<file path="src/rtl/riscv_pkg.sv">
// Shared RV32I definitions: opcodes, funct fields, ALU/immediate enums, decode
// control word, and the pure combinational helpers used by the core datapath.
package riscv_pkg;

  localparam logic [6:0] OPC_OP     = 7'h33;
  localparam logic [6:0] OPC_OP_IMM = 7'h13;
  localparam logic [6:0] OPC_LOAD   = 7'h03;
  localparam logic [6:0] OPC_STORE  = 7'h23;
  localparam logic [6:0] OPC_BRANCH = 7'h63;
  localparam logic [6:0] OPC_JAL    = 7'h6F;
  localparam logic [6:0] OPC_JALR   = 7'h67;
  localparam logic [6:0] OPC_LUI    = 7'h37;
  localparam logic [6:0] OPC_AUIPC  = 7'h17;

  localparam logic [2:0] F3_ADD  = 3'd0;
  localparam logic [2:0] F3_SLL  = 3'd1;
  localparam logic [2:0] F3_SLT  = 3'd2;
  localparam logic [2:0] F3_SLTU = 3'd3;
  localparam logic [2:0] F3_XOR  = 3'd4;
  localparam logic [2:0] F3_SR   = 3'd5;
  localparam logic [2:0] F3_OR   = 3'd6;
  localparam logic [2:0] F3_AND  = 3'd7;

  localparam logic [2:0] F3_BEQ  = 3'd0;
  localparam logic [2:0] F3_BNE  = 3'd1;
  localparam logic [2:0] F3_BLT  = 3'd4;
  localparam logic [2:0] F3_BGE  = 3'd5;
  localparam logic [2:0] F3_BLTU = 3'd6;
  localparam logic [2:0] F3_BGEU = 3'd7;

  localparam logic [2:0] F3_WORD = 3'd2;
  localparam logic [2:0] F3_JALR = 3'd0;

  localparam logic [6:0] F7_BASE = 7'h00;
  localparam logic [6:0] F7_ALT  = 7'h20;

  typedef enum logic [3:0] {
    ALU_ADD, ALU_SUB, ALU_SLL, ALU_SLT, ALU_SLTU,
    ALU_XOR, ALU_SRL, ALU_SRA, ALU_OR, ALU_AND
  } alu_op_e;

  typedef enum logic [2:0] {IMM_I, IMM_S, IMM_B, IMM_U, IMM_J} imm_fmt_e;

  typedef struct packed {
    logic     rd_we;
    logic     is_load;
    logic     is_store;
    logic     is_branch;
    logic     is_jal;
    logic     is_jalr;
    logic     a_pc;
    logic     a_zero;
    logic     b_imm;
    alu_op_e  alu_op;
    imm_fmt_e imm_fmt;
  } ctrl_t;

  function automatic logic [31:0] imm_gen(imm_fmt_e fmt, logic [31:7] ins);
    logic [31:0] imm;
    case (fmt)
      IMM_S:   imm = {{20{ins[31]}}, ins[31:25], ins[11:7]};
      IMM_B:   imm = {{19{ins[31]}}, ins[31], ins[7], ins[30:25], ins[11:8], 1'b0};
      IMM_U:   imm = {ins[31:12], 12'b0};
      IMM_J:   imm = {{11{ins[31]}}, ins[31], ins[19:12], ins[20], ins[30:21], 1'b0};
      default: imm = {{20{ins[31]}}, ins[31:20]};
    endcase
    return imm;
  endfunction

  // alt selects SUB/SRA; the caller only raises it where the encoding allows
  function automatic alu_op_e alu_sel(logic [2:0] f3, logic alt);
    alu_op_e op;
    case (f3)
      F3_ADD:  op = alt ? ALU_SUB : ALU_ADD;
      F3_SLL:  op = ALU_SLL;
      F3_SLT:  op = ALU_SLT;
      F3_SLTU: op = ALU_SLTU;
      F3_XOR:  op = ALU_XOR;
      F3_SR:   op = alt ? ALU_SRA : ALU_SRL;
      F3_OR:   op = ALU_OR;
      default: op = ALU_AND;
    endcase
    return op;
  endfunction

  function automatic logic [31:0] alu_exec(alu_op_e op, logic [31:0] a, logic [31:0] b);
    logic [31:0] r;
    case (op)
      ALU_SUB:  r = a - b;
      ALU_SLL:  r = a << b[4:0];
      ALU_SLT:  r = {31'b0, $signed(a) < $signed(b)};
      ALU_SLTU: r = {31'b0, a < b};
      ALU_XOR:  r = a ^ b;
      ALU_SRL:  r = a >> b[4:0];
      ALU_SRA:  r = $unsigned($signed(a) >>> b[4:0]);
      ALU_OR:   r = a | b;
      ALU_AND:  r = a & b;
      default:  r = a + b;
    endcase
    return r;
  endfunction

endpackage

</file>
<file path="src/rtl/riscv_core_pc.sv">
// Program counter register; the register is named pc so it can be probed or
// forced hierarchically, and a forced value becomes the next fetch address.
module riscv_core_pc #(
  parameter logic [31:0] RESET_PC = 32'h0000_0000
) (
  input  logic        clk,
  input  logic        rst_n,
  input  logic [31:0] next_pc_i,
  output logic [31:0] pc_o
);
  logic [31:0] pc;

  always_ff @(posedge clk or negedge rst_n) begin
    if (!rst_n) pc <= RESET_PC;
    else        pc <= next_pc_i;
  end

  assign pc_o = pc;
endmodule

</file>
<file path="src/rtl/riscv_core.sv">
// Single-cycle RV32I core: decode, register file, ALU and next-PC logic.
// Every instruction retires on the rising edge after it is presented.
module riscv_core
  import riscv_pkg::*;
#(
  parameter logic [31:0] RESET_PC = 32'h0000_0000
) (
  input  logic        clk,
  input  logic        reset,
  input  logic [31:0] instr,
  input  logic [31:0] mem_read_data,
  output logic [31:0] instr_addr,
  output logic [31:0] data_addr,
  output logic        should_write_mem,
  output logic        should_read_mem,
  output logic [31:0] mem_write_data
);
  logic [31:0] pc_cur, next_pc, pc_plus4;
  logic [31:0] rf_q [32];
  logic [31:0] rs1_val, rs2_val, imm, op_a, op_b, alu_res, wb_val;
  logic [4:0]  rd, rs1, rs2;
  logic [2:0]  f3;
  logic [6:0]  opc, f7;
  ctrl_t       ctrl;
  logic        br_cond, taken;

  riscv_core_pc #(.RESET_PC(RESET_PC)) pc (
    .clk       (clk),
    .rst_n     (reset),
    .next_pc_i (next_pc),
    .pc_o      (pc_cur)
  );

  assign opc = instr[6:0];
  assign rd  = instr[11:7];
  assign f3  = instr[14:12];
  assign rs1 = instr[19:15];
  assign rs2 = instr[24:20];
  assign f7  = instr[31:25];

  // Anything not matched (including byte/half memory ops and SYSTEM/FENCE)
  // leaves ctrl all-zero, which is a clean NOP.
  always_comb begin
    ctrl = '0;
    case (opc)
      OPC_LUI:   begin ctrl.rd_we = 1'b1; ctrl.a_zero = 1'b1; ctrl.b_imm = 1'b1; ctrl.imm_fmt = IMM_U; end
      OPC_AUIPC: begin ctrl.rd_we = 1'b1; ctrl.a_pc = 1'b1; ctrl.b_imm = 1'b1; ctrl.imm_fmt = IMM_U; end
      OPC_JAL:   begin ctrl.rd_we = 1'b1; ctrl.is_jal = 1'b1; ctrl.imm_fmt = IMM_J; end
      OPC_JALR:
        if (f3 == F3_JALR) begin
          ctrl.rd_we = 1'b1; ctrl.is_jalr = 1'b1; ctrl.b_imm = 1'b1;
        end
      OPC_BRANCH:
        if (f3 != 3'd2 && f3 != 3'd3) begin
          ctrl.is_branch = 1'b1; ctrl.imm_fmt = IMM_B;
        end
      OPC_LOAD:
        if (f3 == F3_WORD) begin
          ctrl.rd_we = 1'b1; ctrl.is_load = 1'b1; ctrl.b_imm = 1'b1;
        end
      OPC_STORE:
        if (f3 == F3_WORD) begin
          ctrl.is_store = 1'b1; ctrl.b_imm = 1'b1; ctrl.imm_fmt = IMM_S;
        end
      OPC_OP_IMM:
        if ((f3 == F3_SLL && f7 == F7_BASE) ||
            (f3 == F3_SR && (f7 == F7_BASE || f7 == F7_ALT)) ||
            (f3 != F3_SLL && f3 != F3_SR)) begin
          ctrl.rd_we = 1'b1; ctrl.b_imm = 1'b1;
          ctrl.alu_op = alu_sel(f3, f3 == F3_SR && f7[5]);
        end
      OPC_OP:
        if (f7 == F7_BASE || (f7 == F7_ALT && (f3 == F3_ADD || f3 == F3_SR))) begin
          ctrl.rd_we = 1'b1;
          ctrl.alu_op = alu_sel(f3, f7[5]);
        end
      default: ;
    endcase
  end

  assign rs1_val = (rs1 == 5'd0) ? 32'd0 : rf_q[rs1];
  assign rs2_val = (rs2 == 5'd0) ? 32'd0 : rf_q[rs2];
  assign imm     = imm_gen(ctrl.imm_fmt, instr[31:7]);
  assign op_a    = ctrl.a_zero ? 32'd0 : (ctrl.a_pc ? pc_cur : rs1_val);
  assign op_b    = ctrl.b_imm ? imm : rs2_val;
  assign alu_res = alu_exec(ctrl.alu_op, op_a, op_b);

  always_comb begin
    br_cond = 1'b0;
    case (f3)
      F3_BEQ:  br_cond = (rs1_val == rs2_val);
      F3_BNE:  br_cond = (rs1_val != rs2_val);
      F3_BLT:  br_cond = ($signed(rs1_val) <  $signed(rs2_val));
      F3_BGE:  br_cond = ($signed(rs1_val) >= $signed(rs2_val));
      F3_BLTU: br_cond = (rs1_val <  rs2_val);
      F3_BGEU: br_cond = (rs1_val >= rs2_val);
      default: br_cond = 1'b0;
    endcase
  end

  assign taken    = ctrl.is_branch & br_cond;
  assign pc_plus4 = pc_cur + 32'd4;

  always_comb begin
    next_pc = pc_plus4;
    if (ctrl.is_jalr)              next_pc = {alu_res[31:1], 1'b0};
    else if (ctrl.is_jal || taken) next_pc = pc_cur + imm;
  end

  always_comb begin
    wb_val = alu_res;
    if (ctrl.is_jal || ctrl.is_jalr) wb_val = pc_plus4;
    else if (ctrl.is_load)           wb_val = mem_read_data;
  end

  // x0 is never written, so it stays at its reset value of zero
  always_ff @(posedge clk or negedge reset) begin
    if (!reset) begin
      for (int i = 0; i < 32; i++) rf_q[i] <= 32'd0;
    end else if (ctrl.rd_we && rd != 5'd0) begin
      rf_q[rd] <= wb_val;
    end
  end

  assign instr_addr       = pc_cur;
  assign should_write_mem = reset & ctrl.is_store;
  assign should_read_mem  = reset & ctrl.is_load;
  assign data_addr        = (ctrl.is_load || ctrl.is_store) ? alu_res : 32'd0;
  assign mem_write_data   = ctrl.is_store ? rs2_val : 32'd0;

endmodule

</file>
<file path="config.mk">
export PLATFORM = sky130hd
export DESIGN_NAME = riscv_core
export DESIGN_NICKNAME = d
export VERILOG_FILES = /design/src/rtl/riscv_pkg.sv /design/src/rtl/riscv_core_pc.sv /design/src/rtl/riscv_core.sv
export SDC_FILE = /design/constraint.sdc
export NUM_CORES = 2
export LEC_CHECK = 0
export CAP_MARGIN = 10
export CELL_PAD_IN_SITES_DETAIL_PLACEMENT = 0
export CELL_PAD_IN_SITES_GLOBAL_PLACEMENT = 1
export CORE_ASPECT_RATIO = 0.75
export CORE_UTILIZATION = 35
export CTS_CLUSTER_SIZE = 14
export DETAILED_ROUTE_END_ITERATION = 6
export PLACE_DENSITY = 0.7
export SYNTH_ARGS = -nofsm -noshare
export SYNTH_HDL_FRONTEND = slang
export SYNTH_HIERARCHICAL = 1
export SYNTH_SLANG_ARGS = --single-unit
</file>
<file path="constraint.sdc">
create_clock -name clk -period 12.41 [get_ports clk]
set_clock_uncertainty 0.15 [all_clocks]
set_input_delay 2.482 -clock clk [delete_from_list [all_inputs] [get_ports clk]]
set_output_delay 2.482 -clock clk [all_outputs]
set_load 0.05 [all_outputs]
</file>
==> impl_metrics.yaml <==
die:
  core_region_area_sq_um: 198000
  initial_core_util_pct: 35.4
  ios: 164
  die_h_microns: 389
  rows: 141
  die_area_sq_um: 201000
  die_w_microns: 518
setup_path:
  crit_chain: "clkdlybuf4s50_1, buf_4, nand2b_2, buf_4, buf_4, a21oi_1, nor4_2, buf_4, a22o_1, ha_1, nor2_1, o21ai_0, a21oi_1, a311o_1, nand4_1, a21oi_1, buf_4, o21ai_0, a211oi_1, o22ai_1, mux2i_1, nand3b_1, and2_1, buf_12"
  startpoint: "instr[17]"
  critical_path_class: "input pin to primary output"
  crit_path_end_kind: "primary output"
  slowest_stage: "clkdlybuf4s50_1"
  start_kind: "input pin"
  crit_family: "buffers and inverters"
  regToRegEndpoint: "pc/pc_o[30]"
  crit_top_cell: "buf_4"
  cp_max_fo: 14
  arrival_ps: 9540
  rrSetupSlack_ps: 4500
  rr_worst_depth: 17
  reg2reg_from: "rf_q[795]"
  critPathCapture: "data_addr[31]"
  cp.required_ps: 9780
  critical_path_depth: 24
  crit_buf_inv: 7
  critPathMaxStageDelay_ps: 830
clocking:
  clk_pin_slew_ps: 60
  ctsHoldBuffers: 0
  clock_latency_ps: 790
  clock_path_buffers: 3
  cts_sinks: 1056
  cts_buffers: 107
  htree_levels: 3
  tritoncts: "built"
  cts-root-buf: "clkbuf_16"
power:
  power.leakage_nw: 34.1
  p_seq_share_pct: 37.2
  pwr-share-clk_pct: 33.6
  internal-power_mw: 6.52
  total_power_mw: 10.3
  ir_worst_vdd_mv: 0.147
  powerDensity_nw_per_um2: 131
  sw_frac_of_total_pct: 37.0
  power_frac_comb_pct: 29.2
  power_switching_mw: 3.82
detailed_routing:
  drtIter0Drc: 8649
  avgRoutedWirePerCell_microns: 32.4
  drc: 0
  antenna_left: 0
  via_per_inst: 6.31
  dr.pass1.iters: 6
  vias: 63700
  wirelength_mm: 328
grt:
  grt_pass1_vias: 60200
  grt_use_met1_pct: 46.8
  grt-ovfl-total: 0
  grt_max_degree: 152
  use_met3_pct: 9.32
  grt-busiest-layer: "met1"
  grt_first_pass_wirelength_mm: 465
  antenna_found_initial: 15
  gr-usage-met2_pct: 43.8
  track_usage_pct: 31.8
synth:
  synth_ff_type: "dfrtp_1"
  synth_top_area_share_pct: 37.8
  ys_ff_latch: 1056
  syn_area_per_cell_sq_um: 9.39
  synth_edf_count: 0
  ys_warn_count: 6
  synth_cell_types: 108
  synth_top_cell_by_area: "dfrtp_1"
  synth_cells: 7443
  synthesis.nets: 7673
  synthArstFlopShare_pct: 100
  synthTopCellsByArea: "dfrtp_1 (38%), mux4_2 (12%), mux2i_1 (7.9%)"
  yosysSeqAreaShare_pct: 37.8
  syn_area_sq_um: 69900
sta:
  slew_violations: 0
  setup_viol: 0
  min_period_over_period_pct: 98.1
  final.min_clock_period_ps: 12170
  max_slew_margin_pct: 13.1
  hold_violations: 0
  grt_setup_unrepaired: "no"
  setup_tns_ps: 0
  fmax_mhz: 82.1
  worst_slew_pin_slew_ps: 1300
job:
  cap_viol_max_count: 0
placed_design:
  dp_cells: 9891
  io_buffers: 163
  dp_hpwl_mm: 227
  place_congestion: 1.04
hold_path:
  hp-class: "flop to flop"
finish:
  final_cell_mix: "nand2_1 (1134), dfrtp_1 (1056), o21ai_0 (897), mux2i_1 (552), nor2_1 (481)"
  drive_gt1_share_pct: 15.6
  final_common_cell: "nand2_1"
  layout.nets: 7592
  syn2layout_area_growth_pct: 13.0
  fin_cells: 10100
  final_util_pct: 40.0
status:
  status: "complete, no violations"
==> power by group through the flow <==
stage	clock (mW)	combinational, mW	sequential (mW)
after floorplan	0	1.61	3.93
after global placement	0	2.90	3.89
after detailed placement	0	2.90	3.90
after CTS	3.52	2.91	3.83
after global routing	3.66	3.15	3.85
final	3.48	3.02	3.85
==> through the flow <==
step | area (sq um) | hold slack, ps | setup slack, ps
after CTS | 78900 | 250 | 11.4
after global routing | 79000 | 259 | 65.4
after detailed placement | 75100 | 237 | -5.79
after floorplan | 69900 | 295 | 1160
final | 79000 | 248 | 235
after global placement | 75100 | 232 | -629
==> worst min-delay path by stage <==
stage                          start    endpoint  depth (start not counted)
final                     rf_q[1021]  rf_q[1021]                          0
after global routing       rf_q[993]   rf_q[993]                          0
after CTS                 rf_q[1021]  rf_q[1021]                          0
after detailed placement  rf_q[1021]  rf_q[1021]                          0
after global placement     rf_q[992]   rf_q[992]                          0
after floorplan           rf_q[1000]  rf_q[1000]                          1
==> cell families after synthesis <==
| logic type | share of synthesized area (%) |
|---|---|
| AO/OA/AOI/OAI | 19.0 |
| XOR/XNOR | 0.890 |
| adder cells (fa/ha/maj) | 2.97 |
| buffers and inverters | 5.21 |
| flip-flops | 37.8 |
| multiplexers | 21.2 |
| AND/OR/NAND/NOR | 13.0 |
==> repair_timing <==
| action | CTS | global route |
|---|---|---|
| cloned | 0 | 0 |
| resized for setup | 1 | 7 |
| setup buffers | 0 | 3 |
| endpoints found under the setup margin | 2 | 5 |
==> cell usage after synthesis (49+ instances only) <==
library cell,instances
nand3_1,75
buf_4,61
o21ai_1,73
dfrtp_1,1056
nand2_1,1165
and3_1,49
mux2_2,49
nor2_1,489
inv_1,140
o31ai_1,76
a22oi_1,198
o22ai_1,52
nor2b_1,57
buf_2,88
clkbuf_1,506
nor3_1,60
o21ai_0,903
ha_1,161
mux2i_1,553
a31oi_1,84
mux4_2,385
a21oi_1,421
==> sequential cells by signal, indices dropped and copies added (netlist names) <==
signal,count
pc/pc_o,32
rf_q,1024
==> worst reg2reg max path, cell delays in order, from the launching register on <==
cell and delay [ps]:
dfrtp_1 410, mux4_2 510, mux4_2 540, mux2_2 350, nand2_1 630, ha_1 280, and4_1 290, nand4_1 420
or3_1 600, nor4_1 760, nand2b_1 250, nor3_1 60, o311ai_0 560, a31oi_4 580, buf_4 420, a2111oi_0 690
buf_4 240, o22ai_1 80
==> per-layer routing <==
layer	routed length (microns)	part of all wire (%)
met5	41	0.013
met4	13100	4.0
met3	40100	12
met2	132000	40
met1	143000	44
==> layout make-up <==
type | count | area, sq um
fill | 19500 | 119000
multi-input combinational | 5540 | 40400
sequential | 1056 | 26400
timing repair buffer | 511 | 4610
tap | 2645 | 3310
clock buffer | 162 | 3180
inverter | 146 | 551
clock inverter | 39 | 534
antenna | 6 | 15.0
Note: power is estimated with default switching activity, not from simulation.
